### config.mk
export PLATFORM = sky130hd
export DESIGN_NAME = control_sequencer_flat
export DESIGN_NICKNAME = d
export VERILOG_FILES = /design/src/rtl/control_sequencer_if.sv /design/src/rtl/control_sequencer.sv /design/src/flat_wrapper.sv
export SDC_FILE = /design/constraint.sdc
export NUM_CORES = 1
export LEC_CHECK = 0
export CORE_UTILIZATION = 35
export CTS_BUF_LIST = sky130_fd_sc_hd__clkbuf_8
export CTS_CLUSTER_SIZE = 10
export DETAILED_ROUTE_END_ITERATION = 16
export PLACE_DENSITY = 0.69
export RECOVER_POWER = 100
export SYNTH_ARGS = -nofsm -noshare
export SYNTH_HDL_FRONTEND = slang
export SYNTH_SLANG_ARGS = --single-unit
### constraint.sdc
create_clock -name clk -period 4.85 [get_ports clk]
set_input_delay 0.97 -clock clk [delete_from_list [all_inputs] [get_ports clk]]
set_output_delay 0.97 -clock clk [all_outputs]
set_load 0.005 [all_outputs]
### src/rtl/control_sequencer_if.sv
// Handshake-free bundle between the instruction register/ALU and the control sequencer.
// The sequencer side uses the slave modport; whatever drives instr and the ALU flags uses master.
interface control_sequencer_if #(
  parameter int unsigned DataBits = 8
);
  logic [DataBits-1:0] instr;
  logic                carry_flag;
  logic                zero_flag;
  logic [15:0]         ctrl;
  logic [2:0]          step;
  logic [1:0]          flags;
  logic                halted;

  modport master (
    output instr, carry_flag, zero_flag,
    input  ctrl, step, flags, halted
  );

  modport slave (
    input  instr, carry_flag, zero_flag,
    output ctrl, step, flags, halted
  );
endinterface

### src/rtl/control_sequencer.sv
// Microcoded control unit for the 8-bit computer: T-state counter, opcode decode,
// control word generation, ALU flag capture and halt latch.
module control_sequencer #(
  parameter int unsigned DataBits = 8
) (
  input  logic                 clk,
  input  logic                 rst_n,
  control_sequencer_if.slave   bus
);

  localparam int unsigned OpLsb = DataBits - 4;

  localparam logic [2:0] T0 = 3'd0;
  localparam logic [2:0] T1 = 3'd1;
  localparam logic [2:0] T2 = 3'd2;
  localparam logic [2:0] T3 = 3'd3;
  localparam logic [2:0] T4 = 3'd4;

  localparam logic [3:0] OpNop = 4'h0;
  localparam logic [3:0] OpLda = 4'h1;
  localparam logic [3:0] OpAdd = 4'h2;
  localparam logic [3:0] OpSub = 4'h3;
  localparam logic [3:0] OpSta = 4'h4;
  localparam logic [3:0] OpLdi = 4'h5;
  localparam logic [3:0] OpJmp = 4'h6;
  localparam logic [3:0] OpJc  = 4'h7;
  localparam logic [3:0] OpJz  = 4'h8;
  localparam logic [3:0] OpOut = 4'hE;
  localparam logic [3:0] OpHlt = 4'hF;

  // Control word bits, MSB first: hlt mi ri ro io ii ai ao eo su bi oi ce co j fi
  localparam logic [15:0] CwHlt = 16'h8000;
  localparam logic [15:0] CwMi  = 16'h4000;
  localparam logic [15:0] CwRi  = 16'h2000;
  localparam logic [15:0] CwRo  = 16'h1000;
  localparam logic [15:0] CwIo  = 16'h0800;
  localparam logic [15:0] CwIi  = 16'h0400;
  localparam logic [15:0] CwAi  = 16'h0200;
  localparam logic [15:0] CwAo  = 16'h0100;
  localparam logic [15:0] CwEo  = 16'h0080;
  localparam logic [15:0] CwSu  = 16'h0040;
  localparam logic [15:0] CwBi  = 16'h0020;
  localparam logic [15:0] CwOi  = 16'h0010;
  localparam logic [15:0] CwCe  = 16'h0008;
  localparam logic [15:0] CwCo  = 16'h0004;
  localparam logic [15:0] CwJ   = 16'h0002;
  localparam logic [15:0] CwFi  = 16'h0001;

  logic [2:0]  step_q, step_d;
  logic [1:0]  flags_q, flags_d;
  logic        halted_q, halted_d;
  logic [15:0] ctrl_c;
  logic [2:0]  last_step_c;
  logic [3:0]  opcode;
  logic        unused_instr_bits;

  assign opcode            = bus.instr[DataBits-1:OpLsb];
  assign unused_instr_bits = ^bus.instr[OpLsb-1:0];

  // Control word decode; held at zero during reset, only hlt once halted.
  always_comb begin
    ctrl_c = '0;
    if (!rst_n) begin
      ctrl_c = '0;
    end else if (halted_q) begin
      ctrl_c = CwHlt;
    end else begin
      unique case (step_q)
        T0: ctrl_c = CwCo | CwMi;
        T1: ctrl_c = CwRo | CwIi | CwCe;
        T2: begin
          case (opcode)
            OpLda, OpAdd, OpSub, OpSta: ctrl_c = CwIo | CwMi;
            OpLdi: ctrl_c = CwIo | CwAi;
            OpJmp: ctrl_c = CwIo | CwJ;
            OpJc:  ctrl_c = flags_q[1] ? (CwIo | CwJ) : 16'h0000;
            OpJz:  ctrl_c = flags_q[0] ? (CwIo | CwJ) : 16'h0000;
            OpOut: ctrl_c = CwAo | CwOi;
            OpHlt: ctrl_c = CwHlt;
            default: ctrl_c = '0;
          endcase
        end
        T3: begin
          case (opcode)
            OpLda:        ctrl_c = CwRo | CwAi;
            OpAdd, OpSub: ctrl_c = CwRo | CwBi;
            OpSta:        ctrl_c = CwAo | CwRi;
            default:      ctrl_c = '0;
          endcase
        end
        T4: begin
          case (opcode)
            OpAdd:   ctrl_c = CwEo | CwAi | CwFi;
            OpSub:   ctrl_c = CwEo | CwAi | CwSu | CwFi;
            default: ctrl_c = '0;
          endcase
        end
        default: ctrl_c = '0;
      endcase
    end
  end

  // Final T-state of each instruction; unlisted opcodes behave as NOP.
  always_comb begin
    last_step_c = T1;
    case (opcode)
      OpLda, OpSta:                       last_step_c = T3;
      OpAdd, OpSub:                       last_step_c = T4;
      OpLdi, OpJmp, OpJc, OpJz, OpOut,
      OpHlt:                              last_step_c = T2;
      default:                            last_step_c = T1;
    endcase
  end

  // Next-state: step advance/wrap, flag capture on fi, halt latch.
  always_comb begin
    step_d   = step_q;
    flags_d  = flags_q;
    halted_d = halted_q;
    if (!halted_q) begin
      if (step_q == T2 && opcode == OpHlt) begin
        halted_d = 1'b1;
      end else if (step_q >= last_step_c) begin
        step_d = T0;
      end else begin
        step_d = step_q + 3'd1;
      end
      if (ctrl_c[0]) begin
        flags_d = {bus.carry_flag, bus.zero_flag};
      end
    end
  end

  always_ff @(posedge clk or negedge rst_n) begin
    if (!rst_n) begin
      step_q   <= T0;
      flags_q  <= 2'b00;
      halted_q <= 1'b0;
    end else begin
      step_q   <= step_d;
      flags_q  <= flags_d;
      halted_q <= halted_d;
    end
  end

  assign bus.ctrl   = ctrl_c;
  assign bus.step   = step_q;
  assign bus.flags  = flags_q;
  assign bus.halted = halted_q;

endmodule

### src/flat_wrapper.sv
// flat-port wrapper written by rule: the top's interface ports become plain ports
module control_sequencer_flat 
#(
  parameter int unsigned DataBits = 8
)
  (clk, rst_n, bus_instr, bus_carry_flag, bus_zero_flag, bus_ctrl, bus_step, bus_flags, bus_halted);
  control_sequencer_if #(.DataBits(DataBits)) bus_i ();
  input  logic clk;
  input  logic rst_n;
  input wire logic [$bits(bus_i.instr)-1:0] bus_instr;
  input wire logic [$bits(bus_i.carry_flag)-1:0] bus_carry_flag;
  input wire logic [$bits(bus_i.zero_flag)-1:0] bus_zero_flag;
  output wire logic [$bits(bus_i.ctrl)-1:0] bus_ctrl;
  output wire logic [$bits(bus_i.step)-1:0] bus_step;
  output wire logic [$bits(bus_i.flags)-1:0] bus_flags;
  output wire logic [$bits(bus_i.halted)-1:0] bus_halted;
  assign bus_i.instr = bus_instr;
  assign bus_i.carry_flag = bus_carry_flag;
  assign bus_i.zero_flag = bus_zero_flag;
  assign bus_ctrl = bus_i.ctrl;
  assign bus_step = bus_i.step;
  assign bus_flags = bus_i.flags;
  assign bus_halted = bus_i.halted;
  control_sequencer #(.DataBits(DataBits)) u_core (.clk(clk), .rst_n(rst_n), .bus(bus_i));
endmodule
### Yosys cells after proc, flatten, opt, wreduce, memory -nomap -nowiden

Memories as Yosys holds them, arrays and structs flattened.
Index checks and enable logic that the tools add are counted.

| word-level totals | value |
|---|---|
| logic and storage cells | 39 |
| RAM bits | 0 |
| ROM bits | 48 |
| bits in registers | 6 |
| latch bits | 0 |
| memories kept | 1 |
| output and inout bits | 22 |

Memory list:

| name | depth | bits a word | rd ports | clocked after memory_dff | write ports | RTL line | RTL |
|---|---|---|---|---|---|---|---|
| (name not given) | 16 | 3 | 1 | 0 | 0 | control_sequencer.sv:106 | `case (opcode)` |

| cells by class | value |
|---|---|
| multipliers | 0 |
| shift operators | 0 |
| add/sub/neg operators | 1 |
| bitwise logic cells | 2 |
| $lt $le $gt $ge | 1 |
| divide/modulo/power cells | 0 |
| equality and inequality tests | 14 |
| reduce and logical (&&, ||, !) cells | 6 |
| multiplexer cells | 11 |

Operator list:

| operator | count |
|---|---|
| $pmux W16 S7 | 1 |
| $pmux W16 S5 | 1 |
| $pmux W14 S3 | 1 |
| $mux W16 | 2 |
| $mux W12 | 2 |
| $pmux W10 S2 | 1 |
| $eq A4 B3 Y1 const B | 4 |
| $eq A4 B4 Y1 const B | 3 |
| $eq A4 B2 Y1 const B | 2 |
| $eq A3 B2 Y1 const B | 2 |
| $eq A4 B1 Y1 const B | 1 |
| $reduce_and A2 Y1 | 2 |
| $reduce_or A4 Y1 | 1 |
| $add A3 B1 Y3 const B | 1 |
| $eq A3 B1 Y1 const B | 1 |
| $eq A3 B3 Y1 const B | 1 |
| $ge A3 B3 Y1 | 1 |
| $logic_not A3 Y1 | 1 |
| $mux W3 | 1 |
| $mux W1 | 2 |
| $not A1 Y1 | 2 |
| $reduce_or A2 Y1 | 1 |
| $logic_and A1 B1 Y1 | 1 |

### Logic depth before layout (Yosys ltp)

Gate-level depths: netlist (run 1).

| depth | value |
|---|---|
| depth in word-level cells | 7 |
| depth in mapped cells | 8 |
| gate-level depth less buffers | 7 |

### Worst setup path after synthesis (run 1)

OpenSTA, ideal clock, no wires.

| timing | value |
|---|---|
| kind | input-to-output |
| start | input port bus_instr[6] |
| end | output port bus_ctrl[12] |
| slack | 2.087 ns |
| path buffers | 1 |
| arrival time | 1.793 ns |
| data required time | 3.880 ns |
| cell stages on the path | 3 |
| path through | buf_2 -> or4b_1 -> a21oi_1 |

| between the ends | value |
|---|---|
| longest elaborated chain between the ends | 6 |
| elaborated cells between the ends (all ways) | 9 |
| those cells by class | 4 x eq/ne; 4 x mux; 1 x reduce/logical |

RTL lines:

| item | RTL line | RTL |
|---|---|---|
| start: declaration | flat_wrapper.sv:10 | `input wire logic [$bits(bus_i.instr)-1:0] bus_instr;` |
| $eq A4 B2 Y1 | control_sequencer.sv:84 | `case (opcode)` |
| $reduce_or A2 Y1 | control_sequencer.sv:84 |  |
| $pmux W14 S3 (*) | control_sequencer.sv:84 |  |
| $pmux W16 S5 (*) | control_sequencer.sv:68 | `unique case (step_q)` |
| $mux W16 (*) | control_sequencer.sv:65 | `end else if (halted_q) begin` |
| $mux W16 (*) | control_sequencer.sv:63 | `if (!rst_n) begin` |
| end: declaration | flat_wrapper.sv:13 | `output wire logic [$bits(bus_i.ctrl)-1:0] bus_ctrl;` |

Every way passes the cells marked *; elsewhere a longest branch is shown, timed or not.

### Worst setup path after layout (run 1)

| timing | value |
|---|---|
| start | input port bus_instr[6] |
| end | output port bus_ctrl[6] |

| between the ends | value |
|---|---|
| longest elaborated chain between the ends | 6 |
| elaborated cells between the ends (all ways) | 16 |
| those cells by class | 10 x eq/ne; 5 x mux; 1 x reduce/logical |

RTL lines:

| item | RTL line | RTL |
|---|---|---|
| $eq A4 B1 Y1, or another cell as far along | control_sequencer.sv:72 | `case (opcode)` |
| $reduce_or A4 Y1 | control_sequencer.sv:72 |  |
| $pmux W16 S7 | control_sequencer.sv:72 |  |
| $pmux W16 S5 (*) | control_sequencer.sv:68 |  |
| $mux W16 (*) | control_sequencer.sv:65 |  |
| $mux W16 (*) | control_sequencer.sv:63 |  |

Marked as above.

==> metrics.csv, run 1 <==
metric;value;unit
start_util;37.8;%
status;finished clean;
hold_viol;0;
worstReg2RegStart;u_core.bus.step[0];
ys_top_cells_by_area;dfrtp_1, ha_1, nor2b_1, nor2_1, mux2_2;
antenna_left;0;
die-area;2330;µm²
grt_pass1_vias;645;
fin_crit_sh;84.1;%
hold_class;reg2reg;
cpMostUsedCell;dlygate4sd3_1;
crit_chain;dlygate4sd3_1 > nor3b_4 > inv_2 > nor4_4 > and2_2 > dlygate4sd3_1;
yosysTopAreaCellShare;20.1;%
cts_max_path_buffers;2;
pre_cts_slack;870;ps
final_cell_mix;dlygate4sd3_1, nor2_1, ha_1;
worst_slack;772;ps
diodes;0;
leakagePower;0.499;nW
synth.distinct_cells;40;
worstPathMaxFanout;12;
ys_seq_elements;6;
post_drt_wl_per_cell;12.7;µm
yosys_warnings;0;
synth-main-ff-cell;dfrtp_1;
synth_top_area_cell;dfrtp_1;
max_freq;245;MHz
tightest_slew;510;ps
avgSynthCellArea;8.70;µm²
fp.dieH;48.2;µm
vias;729;
num_io_pins;34;
area_growth;42.5;%
setup_viol;0;
arrival;3110;ps
startpoint;bus_instr[6];
drive_gt1_share;9.82;%
htreeDepth;1;
grt_pass1_wl;2850;µm
port_buffers;29;
synth-edff-count;0;
syn-cell-area;748;µm²
cts_tree;yes;
rsz0062_at_grt;false;
seq_area_frac_synth;20.1;%
grtUsageTotal;17.7;%
peakVddDrop;328;µV
drtIter0Drc;11;
clk_pin_slew;40;ps
worstSetupPathType;in2out;
vias_per_cell;5.24;
ctsResizeCount;0;
final_common_cell;dlygate4sd3_1;
fp-row-count;16;
power_frac_comb;59.8;%
grt_max_degree;13;
p_sw;0.183;mW
min_from;u_core.bus.flags[1];
internal-power;0.257;mW
cp_slowest_cell;dlygate4sd3_1;
final.fill_count;184;
p_sw_share;41.5;%
cp-start-kind;primary input;
antenna_found_initial;0;
power.total;0.440;mW
max_cap_violations;0;
drcViolationCount;0;
dpl.hpwl;1400;µm
coreArea;1980;µm²
drt_pass1_iterations;6;
clockPowerShare;16.9;%
cpPeakStageDelay;710;ps
setup_tns;0;ps
netlist_instances;86;
min_period;4080;ps
die_width;48.2;µm
sequentialPowerShare;23.3;%
crit_required;3880;ps
max_slew_margin;65.6;%
cts_setup_buffers;0;
async_reset_ff_share;100;%
endpoint_kind;output pin;
p_per_area;413;nW/µm²
clk_latency;220;ps
final.setup_skew;2.23;ps
num-nets-final;134;
clkSinkCount;6;
whs;532;ps
wl;1770;µm
hold_buffers;0;
gp_congestion;0.776;
cts-buffers-inserted;3;
slew_viol_final;0;
grt-ovfl-total;0;
root_buffer;clkbuf_8;
synth.net_count;106;
[stage by stage]
stage               cell area [µm²]  util (%)  cells
floorplan                       748         -     86
global placement               1030      52.1    136
detailed placement             1030      52.1    136
CTS                            1070      54.2    139
global route                   1070      53.8    139
finish                         1070      53.8    139
[critical path: cells and delay by family]
| family | cells | cell delay [ps] |
|---|---|---|
| buffers and inverters | 3 | 1360 |
| and+or+nand+nor | 3 | 770 |
[power by group through the flow]
stage	clock network, mW	logic [mW]	registers (mW)
after floorplan	0	0.169	0.0997
after global placement	0	0.276	0.104
after detailed placement	0	0.281	0.104
after CTS	0.0775	0.282	0.105
after global routing	0.0799	0.297	0.109
final	0.0741	0.263	0.103
[worst paths after layout]
check | to | slack (ps) | depth (start not counted)
hold reg to reg | u_core.bus.flags[1] | 530 | 1
setup / recovery | bus_ctrl[6] | 770 | 6
min in group asynchronous | u_core.bus.step[2] | 1100 | 1
hold / removal | u_core.bus.flags[1] | 530 | 1
max in group asynchronous | u_core.bus.step[0] | 3490 | 1
setup reg to reg | u_core.bus.flags[0] | 3050 | 5
[per-layer routing]
layer	GRT usage (%)	vias up	part of all wire, %
met3	4.44	0	5.7
met1	24.6	334	46
li1	-	366	-
met4	6.67	0	0
met5	0	-	0
met2	26.4	29	48
[state kept, by name, indices dropped and copies added, names as in the netlist]
signal             flops
u_core.bus.step        3
u_core.bus.halted      1
u_core.bus.flags       2
[synthesized netlist by cell type, drive strengths merged (2+ instances only)]
| master | instances |
|---|---|
| nand2 | 4 |
| buf | 5 |
| ha | 8 |
| nand3 | 4 |
| mux2i | 2 |
| nor2b | 6 |
| nor4 | 2 |
| dfrtp | 6 |
| nand2b | 2 |
| nor2 | 8 |
| mux2 | 2 |
| o211ai | 3 |
| o21ai | 2 |
| inv | 6 |
| nor3b | 2 |
| a21oi | 4 |
| and3b | 2 |
[cells by family after synthesis]
family | after synthesis | share of synthesized area, %
AO/OA/AOI/OAI | 18 | 18.7
buffers and inverters | 12 | 8.36
XOR/XNOR | 1 | 1.17
AND/OR/NAND/NOR | 37 | 32.6
adder cells (fa/ha/maj) | 8 | 13.4
multiplexers | 4 | 5.69
flip-flops | 6 | 20.1
[cell type report]
| class | count | area, µm² | share of cell area, % |
|---|---|---|---|
| multi-input combinational | 68 | 528 | 49.5 |
| timing repair buffer | 29 | 290 | 27.2 |
| clock buffer | 3 | 41.3 | 3.87 |
| sequential | 6 | 150 | 14.1 |
| tap | 27 | 33.8 | 3.17 |
| inverter | 6 | 22.5 | 2.11 |
(Power assumes the default switching activity.)
==> inputs of run 2 (changes only) <==
Settings changed: PLACE_DENSITY 0.69 to 0.72.
Clock period 4.85 ns to 3.3 ns, I/O delays scaled along.
==> run 2 against run 1 <==
  * Sequential power grew 46%
  * Global-route usage grew 0.13 points
  * Critical path depth is the same
  * Critical endpoint is now bus_ctrl[7]
  * Via count grew 4.7%
  * Hold slack gained 0.91 ps
==> metrics.csv, run 2 (synthesis results as in run 1) <==
metric;value;unit;change
worstPathMaxFanout;5;;-7
htreeDepth;1;;unchanged
max_freq;316;MHz;
antenna_left;0;;unchanged
final.fill_count;176;;-4.3%
final.setup_skew;1.14;ps;-1.09 ps
drtIter0Drc;15;;+4
clockPowerShare;16.4;%;-0.5 points
hold_class;reg2reg;;
die_width;48.2;µm;unchanged
dp.cells;144;;+5.9%
hold_buffers;0;;unchanged
wl;1900;µm;+7.5%
diodes;0;;unchanged
drt_pass1_iterations;4;;-2
arrival;2500;ps;-610 ps
cts_tree;yes;;
start_util;37.8;%;unchanged
grtUsageTotal;17.9;%;+0.13 points
final_cell_mix;dlygate4sd3_1, clkdlybuf4s50_1, nor2_1, ha_1;;
worstSetupPathType;in2out;;
cts_max_path_buffers;2;;unchanged
fin_crit_sh;95.9;%;
tightest_slew;380;ps;-130 ps
p_sw;0.271;mW;+48%
cp_slowest_cell;clkdlybuf4s50_1;;
leakagePower;0.514;nW;+3.1%
max_slew_margin;74.0;%;+8.4 points
drcViolationCount;0;;unchanged
hold_viol;0;;unchanged
ctsResizeCount;0;;unchanged
final_cells;147;;+5.8%
area_growth;49.8;%;
antenna_found_initial;0;;unchanged
cp-start-kind;primary input;;
grt_pass1_vias;675;;+4.7%
grt-ovfl-total;0;;unchanged
setup_tns;0;ps;unchanged
crit_chain;clkdlybuf4s50_1 > nor3b_4 > inv_2 > nor4_4 > clkbuf_1 > clkdlybuf4s50_1;;
port_buffers;29;;unchanged
crit_required;2640;ps;-1240 ps
internal-power;0.391;mW;+52%
final_common_cell;dlygate4sd3_1;;
gp_congestion;0.794;;+2.3%
cts-buffers-inserted;3;;unchanged
clkSinkCount;6;;unchanged
num-nets-final;142;;+6.0%
cpMostUsedCell;clkdlybuf4s50_1;;
post_drt_wl_per_cell;12.9;µm;+1.6%
grt_pass1_wl;2870;µm;+0.74%
peakVddDrop;487;µV;+48%
min_period;3160;ps;
fp-row-count;16;;unchanged
setup_viol;0;;unchanged
coreArea;1980;µm²;unchanged
dpl.hpwl;1500;µm;+7.6%
status;finished clean;;
max_cap_violations;0;;unchanged
clk_pin_slew;40;ps;about the same
p_per_area;590;nW/µm²;+43%
vias;763;;+4.7%
num_io_pins;34;;unchanged
slew_viol_final;0;;unchanged
cpPeakStageDelay;560;ps;-150 ps
die-area;2330;µm²;unchanged
fp.dieH;48.2;µm;unchanged
rsz0062_at_grt;false;;
vias_per_cell;5.19;;-1.0%
clk_latency;220;ps;about the same
sequentialPowerShare;22.6;%;-0.7 points
power_frac_comb;61.0;%;+1.2 points
largest_reg_flops;3;;unchanged
p_sw_share;40.9;%;-0.63 points
grt_max_degree;11;;-2
endpoint_kind;output pin;;
root_buffer;clkbuf_8;;
drive_gt1_share;14.2;%;+4.3 points
cts_setup_buffers;0;;unchanged
run 2: changes by cell type in the layout (fill, tap and decap cells not counted):
| cell | previous run | this run |
|---|---|---|
| dlymetal6s2s_1 | 0 | 1 |
| dlygate4sd3_1 | 24 | 15 |
| clkdlybuf4s50_1 | 5 | 13 |
| buf_4 | 0 | 6 |
| clkbuf_1 | 0 | 2 |
run 2: power groups by stage:
stage                     sequential (mW)  clock (mW)  combinational (mW)
after floorplan                     0.147           0               0.249
after global placement              0.152           0               0.421
after detailed placement            0.153           0               0.428
after CTS                           0.153       0.114               0.432
after global routing                0.156       0.116               0.455
final                               0.150       0.108               0.404
run 2: critical path, delay by kind of cell:
family	cells	cell delay, ps
buffers and inverters	4	1410
AND/OR/NAND/NOR	2	440
run 2: worst paths after layout:
check | start | end | slack (ps) | cells after the start
setup / recovery | bus_instr[5] | bus_ctrl[7] | 140 | 6
hold reg to reg | u_core.bus.flags[1] | u_core.bus.flags[1] | 530 | 1
setup reg to reg | u_core.bus.step[0] | u_core.bus.flags[1] | 1440 | 6
hold / removal | u_core.bus.flags[1] | u_core.bus.flags[1] | 530 | 1
min in group asynchronous | rst_n | u_core.bus.step[2] | 920 | 2
max in group asynchronous | rst_n | u_core.bus.step[0] | 2130 | 2
run 2: area by class of cell:
cell class                 count  area (µm²)  area share, %
clock buffer                   3        41.3           3.68
multi-input combinational     68         528           47.1
inverter                       6        22.5           2.01
sequential                     6         150           13.4
timing repair buffer          37         345           30.8
tap                           27        33.8           3.01
run 2: metal layers:
metal	track usage [%]	vias to the layer above	wire length, µm
met3	2.96	4	67
met5	0	-	0
met2	26.7	23	900
met4	10.6	0	34
met1	24.0	354	894
li1	-	382	-
run 2: through the flow:
step / power [mW] / hold slack (ps) / utilization, % / setup WS (ps) / cell area, µm²
after floorplan: 0.395 / 364 / - / 1160 / 748
after global placement: 0.573 / 544 / 55.1 / 94.1 / 1090
after detailed placement: 0.582 / 538 / 55.1 / 77.8 / 1090
after CTS: 0.699 / 547 / 57.2 / 75.1 / 1130
after global routing: 0.727 / 557 / 56.6 / 54.5 / 1120
final: 0.662 / 533 / 56.6 / 136 / 1120
==> edit: new RTL, config.mk and constraints of run 1 <==
Make the reset (`rst_n`) synchronous in one clocked block.
--- a/src/rtl/control_sequencer.sv
+++ b/src/rtl/control_sequencer.sv
@@ -132,5 +132,5 @@
   end
 
-  always_ff @(posedge clk or negedge rst_n) begin
+  always_ff @(posedge clk) begin
     if (!rst_n) begin
       step_q   <= T0;
Behaviour: differs if rst_n is asserted again (counterexample within 4 cycles, from zero or initial values and one cycle with rst_n low); with rst_n held inactive, the same outputs for 10 cycles.
==> edit against run 1 <==
  * Sequential cell count stayed put
  * Worst setup slack worse by 0.31 ns
  * Register-to-register slack better by 0.14 ns
  * Synthesized cell count increased by 10%
  * Utilization down 0.54 points
  * Area after synthesis down 2.3%
  * Sequential power shrank 37%
  * Design area down 2.0%
  * Total power is 36% lower
  * Routed wire length grew 23%
==> edit: results <==
set metrics [dict create \
    final.setup_skew_ns 0.00659 \
    cts_root_buffer "clkbuf_8" \
    netlist_top_cells_area "dfxtp_1 16%, ha_1 14%, nand2_1 5.1%" \
    status "finished clean" \
    largest_reg_flops 3 \
    drive_above_1_share 0.0413 \
    antennaDiodeCount 0 \
    syn_avg_cell_area_um2 7.69 \
    met1_usage 0.244 \
    synth-seq-area-share 0.164 \
    dp_hpwl_um 1590 \
    yosys-top-cells-count "10 x nand2_1, 8 x ha_1, 7 x inv_1, 6 x dfxtp_1, 6 x nor2_1" \
    vias 835 \
    place_congestion 0.736 \
    grt_pass1_vias 671 \
    met3_usage 0.0340 \
    grt_pass1_wl_um 3010 \
    first_pass_iters 4 \
    yosys_warnings 0 \
    async_flop_share 0 \
    path_clk_slew_ns 0.04 \
    post-cts-setup-buffers 0 \
    cp.arrival_ns 3.42 \
    vias_per_cell 5.64 \
    min_path_type "flip-flop to flip-flop" \
    post_drt_wl_per_cell_um 14.7 \
    synth_cell_types 41 \
    cp_max_fo 16 \
    grt_start_max_net_pins 18 \
    htreeDepth 1 \
    use_met2 0.319 \
    place_inst 145 \
    syn-num-nets 115 \
    antenna_found_initial 0 \
    p_leak_uw 0.000430 \
    cts_made_buffers 3 \
    worst_pin_slew_ns 0.559 \
    nets 143 \
    clockBufferDepth 2 \
    peakVddDrop_mv 0.187 \
    ctsResizeCount 0 \
    clkLatencyLatePin_ns 0.24 \
    drt-initial-drc-count 9 \
    grt_usage 0.188 \
    synth_enable_flop_cells 0 \
    portBuffers 29 \
]
edit: area by class of cell:
| type | count | area (um2) |
|---|---|---|
| multi-input combinational | 75 | 529 |
| clock buffer | 3 | 41.3 |
| timing repair buffer | 29 | 290 |
| sequential | 6 | 120 |
| inverter | 8 | 30.0 |
| tap | 27 | 33.8 |
| fill | 216 | 917 |
edit: path summary, 6_finish.rpt:
path	from	end	slack, ns	depth (start not counted)
worst max register to register	u_core.bus.step[0]	u_core.bus.flags[1]	3.19	5
worst min register to register	u_core.bus.flags[0]	u_core.bus.flags[0]	0.48	2
worst max-delay path	bus_instr[5]	bus_ctrl[0]	0.46	4
worst min-delay path	u_core.bus.flags[0]	u_core.bus.flags[0]	0.48	2
edit: layer usage:
layer / share of wire / vias to the layer above
li1: - / 412
met1: 0.45 / 386
met2: 0.48 / 35
met3: 0.065 / 2
met4: 0.0078 / 0
met5: 0 / -
edit: power breakdown:
part,switching [uW],internal (uW),leakage (uW)
Sequential,9.76,55.6,0.0000487
Combinational,66.9,66.7,0.000360
Clock,27.7,53.9,0.0000216
edit: cells by family after synthesis:
group / synth area share
flops: 0.164
mux: 0.0274
simple gates: 0.305
compound gates: 0.271
fa+ha+maj: 0.137
buf+inv: 0.0959
edit: critical path: stages:
cell and delay (ns):
dlygate4sd3_1 0.86, or3b_4 0.47, nor3_1 0.50, clkdlybuf4s50_1 0.61
edit: stage by stage:
stage               area (um2)   util  setup slack, ns
finish                    1040  0.533            0.459
global route              1040  0.533            0.359
CTS                       1060  0.538            0.771
detailed placement        1010  0.517            0.804
global placement          1010  0.517            0.829
floorplan                  731      -             1.97
